**src/rtl/multi_cycle_core_if.sv**
```systemverilog
// Unified memory port of multi_cycle_core: request/ready handshake with one
// shared address for instruction fetch and data access.
interface multi_cycle_core_if;
    logic        mem_req;
    logic        mem_we;
    logic [31:0] mem_addr;
    logic [31:0] mem_wdata;
    logic [31:0] mem_rdata;
    logic        mem_ready;

    modport master (
        output mem_req, mem_we, mem_addr, mem_wdata,
        input  mem_rdata, mem_ready
    );

    modport slave (
        input  mem_req, mem_we, mem_addr, mem_wdata,
        output mem_rdata, mem_ready
    );
endinterface

```
**src/rtl/multi_cycle_core.sv**
```systemverilog
// Multi-cycle RV32I-subset core (lw/sw, add/sub/and/or/slt, addi/andi/ori/slti, beq).
// Define MULTI_CYCLE_JAL_EN to add jal; otherwise its opcode halts the core.
module multi_cycle_core #(
    parameter logic [31:0] RESET_PC = 32'h0000_0000,
    parameter int unsigned NREGS    = 32
) (
    input  logic                  clk,
    input  logic                  rst,
    multi_cycle_core_if.master    bus,
    output logic                  retire,
    output logic                  halted
);

    typedef enum logic [3:0] {
        S_FETCH, S_DECODE, S_MEMADR, S_MEMRD, S_MEMWB, S_MEMWR,
        S_EXECR, S_EXECI, S_ALUWB, S_BEQ, S_JAL, S_HALT
    } state_t;

    localparam logic [6:0] OP_LOAD   = 7'b0000011;
    localparam logic [6:0] OP_STORE  = 7'b0100011;
    localparam logic [6:0] OP_ALUR   = 7'b0110011;
    localparam logic [6:0] OP_ALUI   = 7'b0010011;
    localparam logic [6:0] OP_BRANCH = 7'b1100011;
    localparam logic [6:0] OP_JAL    = 7'b1101111;

    state_t      state_r;
    logic [31:0] pc_r, old_pc_r, ir_r, mdr_r, a_r, b_r, alu_out_r;
    logic [31:0] rf_r [32];
    logic        mem_req_r, mem_we_r, halted_r;
    logic [31:0] mem_addr_r, mem_wdata_r;

    logic [6:0]  opcode_s, funct7_s;
    logic [2:0]  funct3_s;
    logic [4:0]  rs1_s, rs2_s, rd_s;
    logic [31:0] imm_i_s, imm_s_s, imm_b_s, imm_j_s;
    logic [31:0] rs1_val_s, rs2_val_s, mem_ea_s, alu_res_s, fetch_pc_s, rf_wd_s;
    logic        alu_f3_ok_s, r_legal_s, rf_we_s;
    state_t      dispatch_s;

    function automatic logic reg_ok(input logic [4:0] idx);
        return (idx != 5'd0) && ({27'd0, idx} < NREGS);
    endfunction

    function automatic logic [31:0] alu_op(input logic [2:0] f3, input logic sub,
                                           input logic [31:0] x, input logic [31:0] y);
        case (f3)
            3'b000:  return sub ? (x - y) : (x + y);
            3'b111:  return x & y;
            3'b110:  return x | y;
            3'b010:  return {31'd0, ($signed(x) < $signed(y))};
            default: return 32'd0;
        endcase
    endfunction

    assign opcode_s = ir_r[6:0];
    assign rd_s     = ir_r[11:7];
    assign funct3_s = ir_r[14:12];
    assign rs1_s    = ir_r[19:15];
    assign rs2_s    = ir_r[24:20];
    assign funct7_s = ir_r[31:25];
    assign imm_i_s  = {{20{ir_r[31]}}, ir_r[31:20]};
    assign imm_s_s  = {{20{ir_r[31]}}, ir_r[31:25], ir_r[11:7]};
    assign imm_b_s  = {{19{ir_r[31]}}, ir_r[31], ir_r[7], ir_r[30:25], ir_r[11:8], 1'b0};
    assign imm_j_s  = {{11{ir_r[31]}}, ir_r[31], ir_r[19:12], ir_r[20], ir_r[30:21], 1'b0};

    assign rs1_val_s = reg_ok(rs1_s) ? rf_r[rs1_s] : 32'd0;
    assign rs2_val_s = reg_ok(rs2_s) ? rf_r[rs2_s] : 32'd0;

    assign alu_f3_ok_s = (funct3_s == 3'b000) || (funct3_s == 3'b111) ||
                         (funct3_s == 3'b110) || (funct3_s == 3'b010);
    assign r_legal_s   = ((funct7_s == 7'b0000000) && alu_f3_ok_s) ||
                         ((funct7_s == 7'b0100000) && (funct3_s == 3'b000));

    assign mem_ea_s  = a_r + ((opcode_s == OP_STORE) ? imm_s_s : imm_i_s);
    assign alu_res_s = alu_op(funct3_s, (state_r == S_EXECR) && ir_r[30], a_r,
                              (state_r == S_EXECR) ? b_r : imm_i_s);
    // Taken beq redirects to the target computed in DECODE; all others continue at PC.
    assign fetch_pc_s = ((state_r == S_BEQ) && (a_r == b_r)) ? alu_out_r : pc_r;

    assign rf_we_s = ((state_r == S_MEMWB) || (state_r == S_ALUWB)) && reg_ok(rd_s);
    assign rf_wd_s = (state_r == S_MEMWB) ? mdr_r : alu_out_r;

    // Opcode/funct legality and dispatch target for the DECODE state.
    always_comb begin
        dispatch_s = S_HALT;
        case (opcode_s)
            OP_LOAD:   if (funct3_s == 3'b010) dispatch_s = S_MEMADR; else dispatch_s = S_HALT;
            OP_STORE:  if (funct3_s == 3'b010) dispatch_s = S_MEMADR; else dispatch_s = S_HALT;
            OP_ALUR:   if (r_legal_s) dispatch_s = S_EXECR; else dispatch_s = S_HALT;
            OP_ALUI:   if (alu_f3_ok_s) dispatch_s = S_EXECI; else dispatch_s = S_HALT;
            OP_BRANCH: if (funct3_s == 3'b000) dispatch_s = S_BEQ; else dispatch_s = S_HALT;
`ifdef MULTI_CYCLE_JAL_EN
            OP_JAL:    dispatch_s = S_JAL;
`endif
            default:   dispatch_s = S_HALT;
        endcase
    end

    // Register file; x0 and indices beyond NREGS are never written.
    always_ff @(posedge clk or posedge rst) begin
        if (rst) begin
            for (int i = 0; i < 32; i++) rf_r[i] <= 32'd0;
        end else if (rf_we_s) begin
            rf_r[rd_s] <= rf_wd_s;
        end
    end

    // Control FSM with datapath registers and registered memory-port outputs.
    always_ff @(posedge clk or posedge rst) begin
        if (rst) begin
            state_r     <= S_FETCH;
            pc_r        <= RESET_PC;
            old_pc_r    <= 32'd0;
            ir_r        <= 32'd0;
            mdr_r       <= 32'd0;
            a_r         <= 32'd0;
            b_r         <= 32'd0;
            alu_out_r   <= 32'd0;
            mem_req_r   <= 1'b0;
            mem_we_r    <= 1'b0;
            mem_addr_r  <= 32'd0;
            mem_wdata_r <= 32'd0;
            halted_r    <= 1'b0;
        end else begin
            case (state_r)
                S_FETCH: begin
                    if (!mem_req_r) begin
                        mem_req_r  <= 1'b1;
                        mem_we_r   <= 1'b0;
                        mem_addr_r <= {pc_r[31:2], 2'b00};
                    end else if (bus.mem_ready) begin
                        ir_r      <= bus.mem_rdata;
                        old_pc_r  <= pc_r;
                        pc_r      <= pc_r + 32'd4;
                        mem_req_r <= 1'b0;
                        state_r   <= S_DECODE;
                    end
                end
                S_DECODE: begin
                    a_r       <= rs1_val_s;
                    b_r       <= rs2_val_s;
                    alu_out_r <= old_pc_r + imm_b_s;
                    state_r   <= dispatch_s;
                    if (dispatch_s == S_HALT) halted_r <= 1'b1;
                end
                S_MEMADR: begin
                    alu_out_r <= mem_ea_s;
                    if (mem_ea_s[1:0] != 2'b00) begin
                        state_r  <= S_HALT;
                        halted_r <= 1'b1;
                    end else begin
                        mem_req_r   <= 1'b1;
                        mem_we_r    <= (opcode_s == OP_STORE);
                        mem_addr_r  <= mem_ea_s;
                        mem_wdata_r <= b_r;
                        state_r     <= (opcode_s == OP_STORE) ? S_MEMWR : S_MEMRD;
                    end
                end
                S_MEMRD: begin
                    if (bus.mem_ready) begin
                        mdr_r     <= bus.mem_rdata;
                        mem_req_r <= 1'b0;
                        state_r   <= S_MEMWB;
                    end
                end
                S_MEMWR: begin
                    if (bus.mem_ready) begin
                        mem_we_r   <= 1'b0;
                        mem_addr_r <= {pc_r[31:2], 2'b00};
                        state_r    <= S_FETCH;
                    end
                end
                S_EXECR, S_EXECI: begin
                    alu_out_r <= alu_res_s;
                    state_r   <= S_ALUWB;
                end
                S_MEMWB, S_ALUWB, S_BEQ: begin
                    pc_r       <= fetch_pc_s;
                    mem_req_r  <= 1'b1;
                    mem_we_r   <= 1'b0;
                    mem_addr_r <= {fetch_pc_s[31:2], 2'b00};
                    state_r    <= S_FETCH;
                end
`ifdef MULTI_CYCLE_JAL_EN
                S_JAL: begin
                    pc_r      <= old_pc_r + imm_j_s;
                    alu_out_r <= old_pc_r + 32'd4;
                    state_r   <= S_ALUWB;
                end
`endif
                S_HALT: begin
                    mem_req_r <= 1'b0;
                    halted_r  <= 1'b1;
                end
                default: begin
                    mem_req_r <= 1'b0;
                    halted_r  <= 1'b1;
                    state_r   <= S_HALT;
                end
            endcase
        end
    end

    // A store retires on its completing edge, which depends on this cycle's mem_ready.
    assign retire = (state_r == S_MEMWB) || (state_r == S_ALUWB) || (state_r == S_BEQ) ||
                    ((state_r == S_MEMWR) && bus.mem_ready);

    assign bus.mem_req   = mem_req_r;
    assign bus.mem_we    = mem_we_r;
    assign bus.mem_addr  = mem_addr_r;
    assign bus.mem_wdata = mem_wdata_r;
    assign halted        = halted_r;

endmodule

```
**src/flat_wrapper.sv**
```systemverilog
// flat-port wrapper written by rule: the top's interface ports become plain ports
module multi_cycle_core_flat 
#(
    parameter logic [31:0] RESET_PC = 32'h0000_0000,
    parameter int unsigned NREGS    = 32
)
  (clk, rst, retire, halted, bus_mem_req, bus_mem_we, bus_mem_addr, bus_mem_wdata, bus_mem_rdata, bus_mem_ready);
  multi_cycle_core_if bus_i ();
  input  logic clk;
  input  logic rst;
  output logic retire;
  output logic halted;
  output wire logic [$bits(bus_i.mem_req)-1:0] bus_mem_req;
  output wire logic [$bits(bus_i.mem_we)-1:0] bus_mem_we;
  output wire logic [$bits(bus_i.mem_addr)-1:0] bus_mem_addr;
  output wire logic [$bits(bus_i.mem_wdata)-1:0] bus_mem_wdata;
  input wire logic [$bits(bus_i.mem_rdata)-1:0] bus_mem_rdata;
  input wire logic [$bits(bus_i.mem_ready)-1:0] bus_mem_ready;
  assign bus_mem_req = bus_i.mem_req;
  assign bus_mem_we = bus_i.mem_we;
  assign bus_mem_addr = bus_i.mem_addr;
  assign bus_mem_wdata = bus_i.mem_wdata;
  assign bus_i.mem_rdata = bus_mem_rdata;
  assign bus_i.mem_ready = bus_mem_ready;
  multi_cycle_core #(.RESET_PC(RESET_PC), .NREGS(NREGS)) u_core (.clk(clk), .rst(rst), .bus(bus_i), .retire(retire), .halted(halted));
endmodule
```
**config.mk**
```make
export PLATFORM = sky130hd
export DESIGN_NAME = multi_cycle_core_flat
export DESIGN_NICKNAME = d
export VERILOG_FILES = /design/src/rtl/multi_cycle_core_if.sv /design/src/rtl/multi_cycle_core.sv /design/src/flat_wrapper.sv
export SDC_FILE = /design/constraint.sdc
export NUM_CORES = 2
export LEC_CHECK = 0
export CAP_MARGIN = 20
export CORE_ASPECT_RATIO = 0.7
export CORE_MARGIN = 2
export CORE_UTILIZATION = 57
export CTS_CLUSTER_SIZE = 16
export DETAILED_ROUTE_END_ITERATION = 16
export HOLD_SLACK_MARGIN = 0.02
export PLACE_DENSITY = 0.74
export SLEW_MARGIN = 30
export SYNTH_ARGS = -nofsm -noshare
export SYNTH_HDL_FRONTEND = slang
export SYNTH_SLANG_ARGS = --single-unit
export TNS_END_PERCENT = 1
```
**constraint.sdc**
```tcl
create_clock -name clk -period 54.4 [get_ports clk]
set_clock_uncertainty 0.1 [all_clocks]
set_input_delay 5.44 -clock clk [delete_from_list [all_inputs] [get_ports clk]]
set_output_delay 5.44 -clock clk [all_outputs]
set_load 0.01 [all_outputs]
```
# Word-level counts from Yosys, hierarchy flattened
# Index checks and enable logic that the tools add are counted.
[totals]
ff_bits = 1319
out_inout_bits = 68
in_bits = 35
[classes]
mux = 48
n_addsub = 5
bitwise = 9
eq_ne = 30
magnitude_cmp = 5
reduce_logical = 38
[op_table]
columns = ["op", "count"]
rows = [
  ["bitwise mux 1024 bit", 1],
  ["two-way mux 32 bit", 16],
  ["binary-select mux 32 bit (select 5 bit)", 2],
  ["one-hot mux 32 bit (4 select lines)", 2],
  ["demux 32 bit (select 5 bit)", 1],
  ["adder 32 bit", 3],
  ["one-hot mux 32 bit (3 select lines)", 1],
  ["one-hot mux 32 bit (2 select lines)", 1],
  ["adder 32 x 3 -> 32 bit, second input constant", 1],
  ["bitwise AND 32 bit", 1],
  ["equality test 32 bit", 1],
  ["< comparator 32 bit", 1],
  ["two-way mux 4 bit", 8],
  ["bitwise OR 32 bit", 1],
  ["one-hot mux 4 bit (8 select lines)", 1],
  ["subtractor 32 bit", 1],
  ["equality test 7 x 6 -> 1 bit, second input constant", 3],
  ["greater-or-equal comparator 6 bit, second input constant", 3],
  ["inverter 5 -> 6 bit", 3],
  ["equality test 4 x 3 -> 1 bit, second input constant", 4],
  ["equality test 4 bit, second input constant", 4],
  ["one-hot mux 4 bit (4 select lines)", 1],
  ["nonzero test 5 bit", 3],
  ["AND reduction 3 bit", 4],
  ["33 further kinds", 68],
]

# Logic depth before layout (Yosys ltp)
[depth]
word_depth = 11
ltp_mapped = 20
mapped_depth_nobuf = 17

# Worst setup path after synthesis
# OpenSTA, ideal clock, no wires.
[synth_timing]
kind = "input port to output port"
start = "in bus_mem_ready"
end = "out retire"
cell_stages = 5
path_slack_ps = 42825
arrival_ps = 6035
required_time_ps = 48860
n_path_buf = 1
path_cell_list = "clkbuf_1 -> nor2b_1 -> nor2_1 -> nor2_1 -> nor2_1"
[synth_between]
elab_chain_len = 2
[synth_rtl]
columns = ["element", "line", "source"]
rows = [
  ["from (decl)", "flat_wrapper.sv:18", "input wire logic [$bits(bus_i.mem_ready)-1:0] bus_mem_ready;"],
  ["logical AND 1 bit", "multi_cycle_core.sv:206", "((state_r == S_MEMWR) && bus.mem_ready);"],
  ["logical OR 1 bit", "multi_cycle_core.sv:205", "assign retire = (state_r == S_MEMWB) || (state_r == S_ALUWB) || (state_r == S_BEQ) ||"],
  ["to (decl)", "flat_wrapper.sv:11", "output logic retire;"],
]
# Every way passes these cells.

# Final worst setup path
# Ends and elaborated chain as after synthesis.

==> results.toml <==
[run_status]
outcome = "finished clean"

[routing]
wl_mm = 276
via_per_inst = 6.95
ant_nets = 0
drt-initial-drc-count = 9502
remaining_drc_errors = 0
first_pass_iters = 6
vias = 61959
wl_per_cell_um = 30.9

[finish]
areaGrowthSynthToFinish_pct = 9.73
final_cells = 8920
stdcell_area_mm2 = 0.0806
nets = 7274
drive_above_1_share = 0.154

[placement]
gp_congestion = 1.01
io_buffers = 102
placed_area_mm2 = 0.0757
dp_cells = 8669
hpwl_mm = 174

[flow_run]
drv_cap = 0

[floorplan]
die_h_um = 304
num_rows = 110
core_mm2 = 0.128
dieWidth_um = 433
initial_core_util = 0.573
die_area_mm2 = 0.132
top_level_ports = 103

[timing]
rsz0062_at_grt = "no"
drv_slew = 0
worstMarginPinSlew_ns = 1.21
tns_ns = 0
finalHoldViolCount = 0
setup_viol = 0
fin_crit_ns = 12.66
timing.fmax_ghz = 0.0790
max-slew-margin-rel = 0.187
finalCritPeriodShare = 0.233

[clocking]
clk_pin_slew_ns = 0.06
post_cts_buffers = 0
cts-buffers-inserted = 132
clock_latency_ns = 0.82
htree_levels = 4
cts-root-buf = "clkbuf_16"
numClockSinks = 1319
postCtsHoldBufs = 0
clockBufferDepth = 3
cts_resized = 0
cts_tree = "yes"

[global_routing]
grt_pass1_vias = 58934
grt-ovfl-total = 0
grt_max_degree = 167
antenna_found_initial = 21
grt_pass1_wl_mm = 404
grt_usage = 0.420

[synth]
yosys_warnings = 0
syn_avg_cell_area_um2 = 10.0
ys_async_sr_fraction = 1.00
seq_area_frac_synth = 0.449
synth-seq-cells = 1319
synth_edf_count = 0
ys.flop_type = "dfrtp_1"
netlist_area_mm2 = 0.0735
netlist_instances = 7347
syn_nets = 7545
ys_types = 92

[worst_setup_path]
cp_max_fo = 7
worstSetupEndpointType = "output pin"
cp.required_ns = 48.86
cp-start-kind = "input port"
crit_type = "input port to output pin"
arrival_ns = 7.12

[power]
total_power_mw = 5.15
vdd_drop_max_mv = 0.0368
powerDensity_mw_per_mm2 = 63.9
power.leakage_nw = 34.3

[hold_path]
min_path_type = "register to register"
## cell usage in the layout, fill, tap and decap left out, types with 21 or more instances in the layout
cell type / synthesis / final
a211oi_1: 25 / 24
a21o_1: 37 / 37
a21oi_1: 635 / 620
a31oi_1: 29 / 29
a41oi_1: 23 / 23
and3_1: 22 / 21
buf_4: 7 / 113
clkbuf_1: 494 / 30
clkbuf_16: 0 / 135
clkbuf_8: 0 / 23
clkdlybuf4s50_1: 0 / 102
clkinv_2: 0 / 23
dfrtp_1: 1319 / 1308
ha_1: 159 / 159
inv_1: 113 / 112
mux2_2: 196 / 196
mux2i_1: 240 / 217
mux2i_2: 0 / 23
mux4_2: 419 / 419
nand2_1: 1179 / 1162
nand3_1: 62 / 62
nand4_1: 25 / 25
nor2_1: 532 / 525
nor2b_1: 53 / 47
nor3_1: 66 / 63
o21ai_0: 906 / 904
o21ai_1: 26 / 28
o221ai_1: 66 / 66
o22ai_1: 151 / 151
o31ai_1: 32 / 32
xnor2_1: 85 / 85
xor2_1: 34 / 34
## per-layer routing
| metal | track usage | up-vias | wire, um |
|---|---|---|---|
| met1 | 0.614 | 31035 | 113000 |
| met2 | 0.549 | 4208 | 110000 |
| met5 | 0 | - | 139 |
| met4 | 0.186 | 22 | 12600 |
| met3 | 0.164 | 756 | 39600 |
| li1 | - | 25938 | - |
## report_power, final
group | internal (mW) | leakage (nW) | switching (mW)
combinational | 0.949 | 14.4 | 1.56
sequential | 1.29 | 17.7 | 0.379
clock | 0.537 | 2.19 | 0.427
total | 2.78 | 34.3 | 2.37
## state kept, by name, indices dropped and copies added, names as in the netlist, 4 cells and up
register / count
u_core.a_r: 32
u_core.pc_r: 32
u_core.bus.mem_wdata: 32
u_core.alu_out_r: 32
u_core.ir_r: 32
u_core.old_pc_r: 32
u_core.rf_r: 1024
u_core.b_r: 32
u_core.bus.mem_addr: 32
u_core.mdr_r: 32
u_core.state_r: 4
## path summary, 6_finish.rpt
| path | startpoint | to | slack (ns) | cells past startpoint |
|---|---|---|---|---|
| max in group asynchronous | rst | u_core.rf_r[889] | 46.33 | 5 |
| setup reg to reg | u_core.state_r[2] | u_core.alu_out_r[0] | 48.00 | 17 |
| min in group asynchronous | rst | u_core.rf_r[404] | 5.06 | 2 |
| hold / removal | u_core.rf_r[1022] | u_core.rf_r[1022] | 0.30 | 0 |
| setup / recovery | bus_mem_ready | retire | 41.74 | 6 |
| hold reg to reg | u_core.rf_r[1022] | u_core.rf_r[1022] | 0.30 | 0 |
## synthesized netlist by cell type, types with 62 or more instances
master | count | area [um^2]
nor2_1 | 532 | 2000
nor3_1 | 66 | 330
ha_1 | 159 | 1990
o221ai_1 | 66 | 578
nand3_1 | 62 | 310
mux4_2 | 419 | 9440
mux2_2 | 196 | 2210
clkbuf_1 | 494 | 1850
xnor2_1 | 85 | 744
o22ai_1 | 151 | 945
mux2i_1 | 240 | 2400
dfrtp_1 | 1319 | 33000
nand2_1 | 1179 | 4430
inv_1 | 113 | 424
a21oi_1 | 635 | 3180
buf_2 | 86 | 430
o21ai_0 | 906 | 4530
## cell type report
| type | count | area, um^2 |
|---|---|---|
| Fill cell | 10307 | 47700 |
| Multi-Input combinational cell | 5263 | 38100 |
| Sequential cell | 1319 | 33000 |
| Clock buffer | 188 | 3810 |
| Timing Repair Buffer | 245 | 2370 |
| Tap cell | 1736 | 2170 |
| Clock inverter | 51 | 656 |
| Inverter | 115 | 439 |
| Antenna cell | 3 | 7.51 |
## cells by family after synthesis
family / count (synthesis) / share of synthesized area
AOI/OAI and AO/OA: 2093 / 0.162
adders and majority gates: 163 / 0.0282
muxes: 856 / 0.191
DFF: 1319 / 0.449
buffers and inverters: 765 / 0.0411
and+or+nand+nor: 2032 / 0.114
xor gates and xnor gates: 119 / 0.0142
## critical path, cell delays in order
cell             delay (ns)
clkdlybuf4s50_1        0.57
nor2b_1                0.38
nor2_1                 0.07
nor2_1                 0.12
nor2_1                 0.06
clkdlybuf4s50_1        0.48
## through the flow
stage	setup slack [ns]	util	hold slack [ns]
2_1_floorplan	11.68	-	0.335
3_3_place_gp	41.77	0.590	0.281
3_5_place_dp	41.80	0.590	0.286
4_1_cts	41.79	0.625	0.300
5_1_grt	41.65	0.628	0.307
6_report	41.74	0.628	0.300
Note: power is estimated with default switching activity, not from simulation.
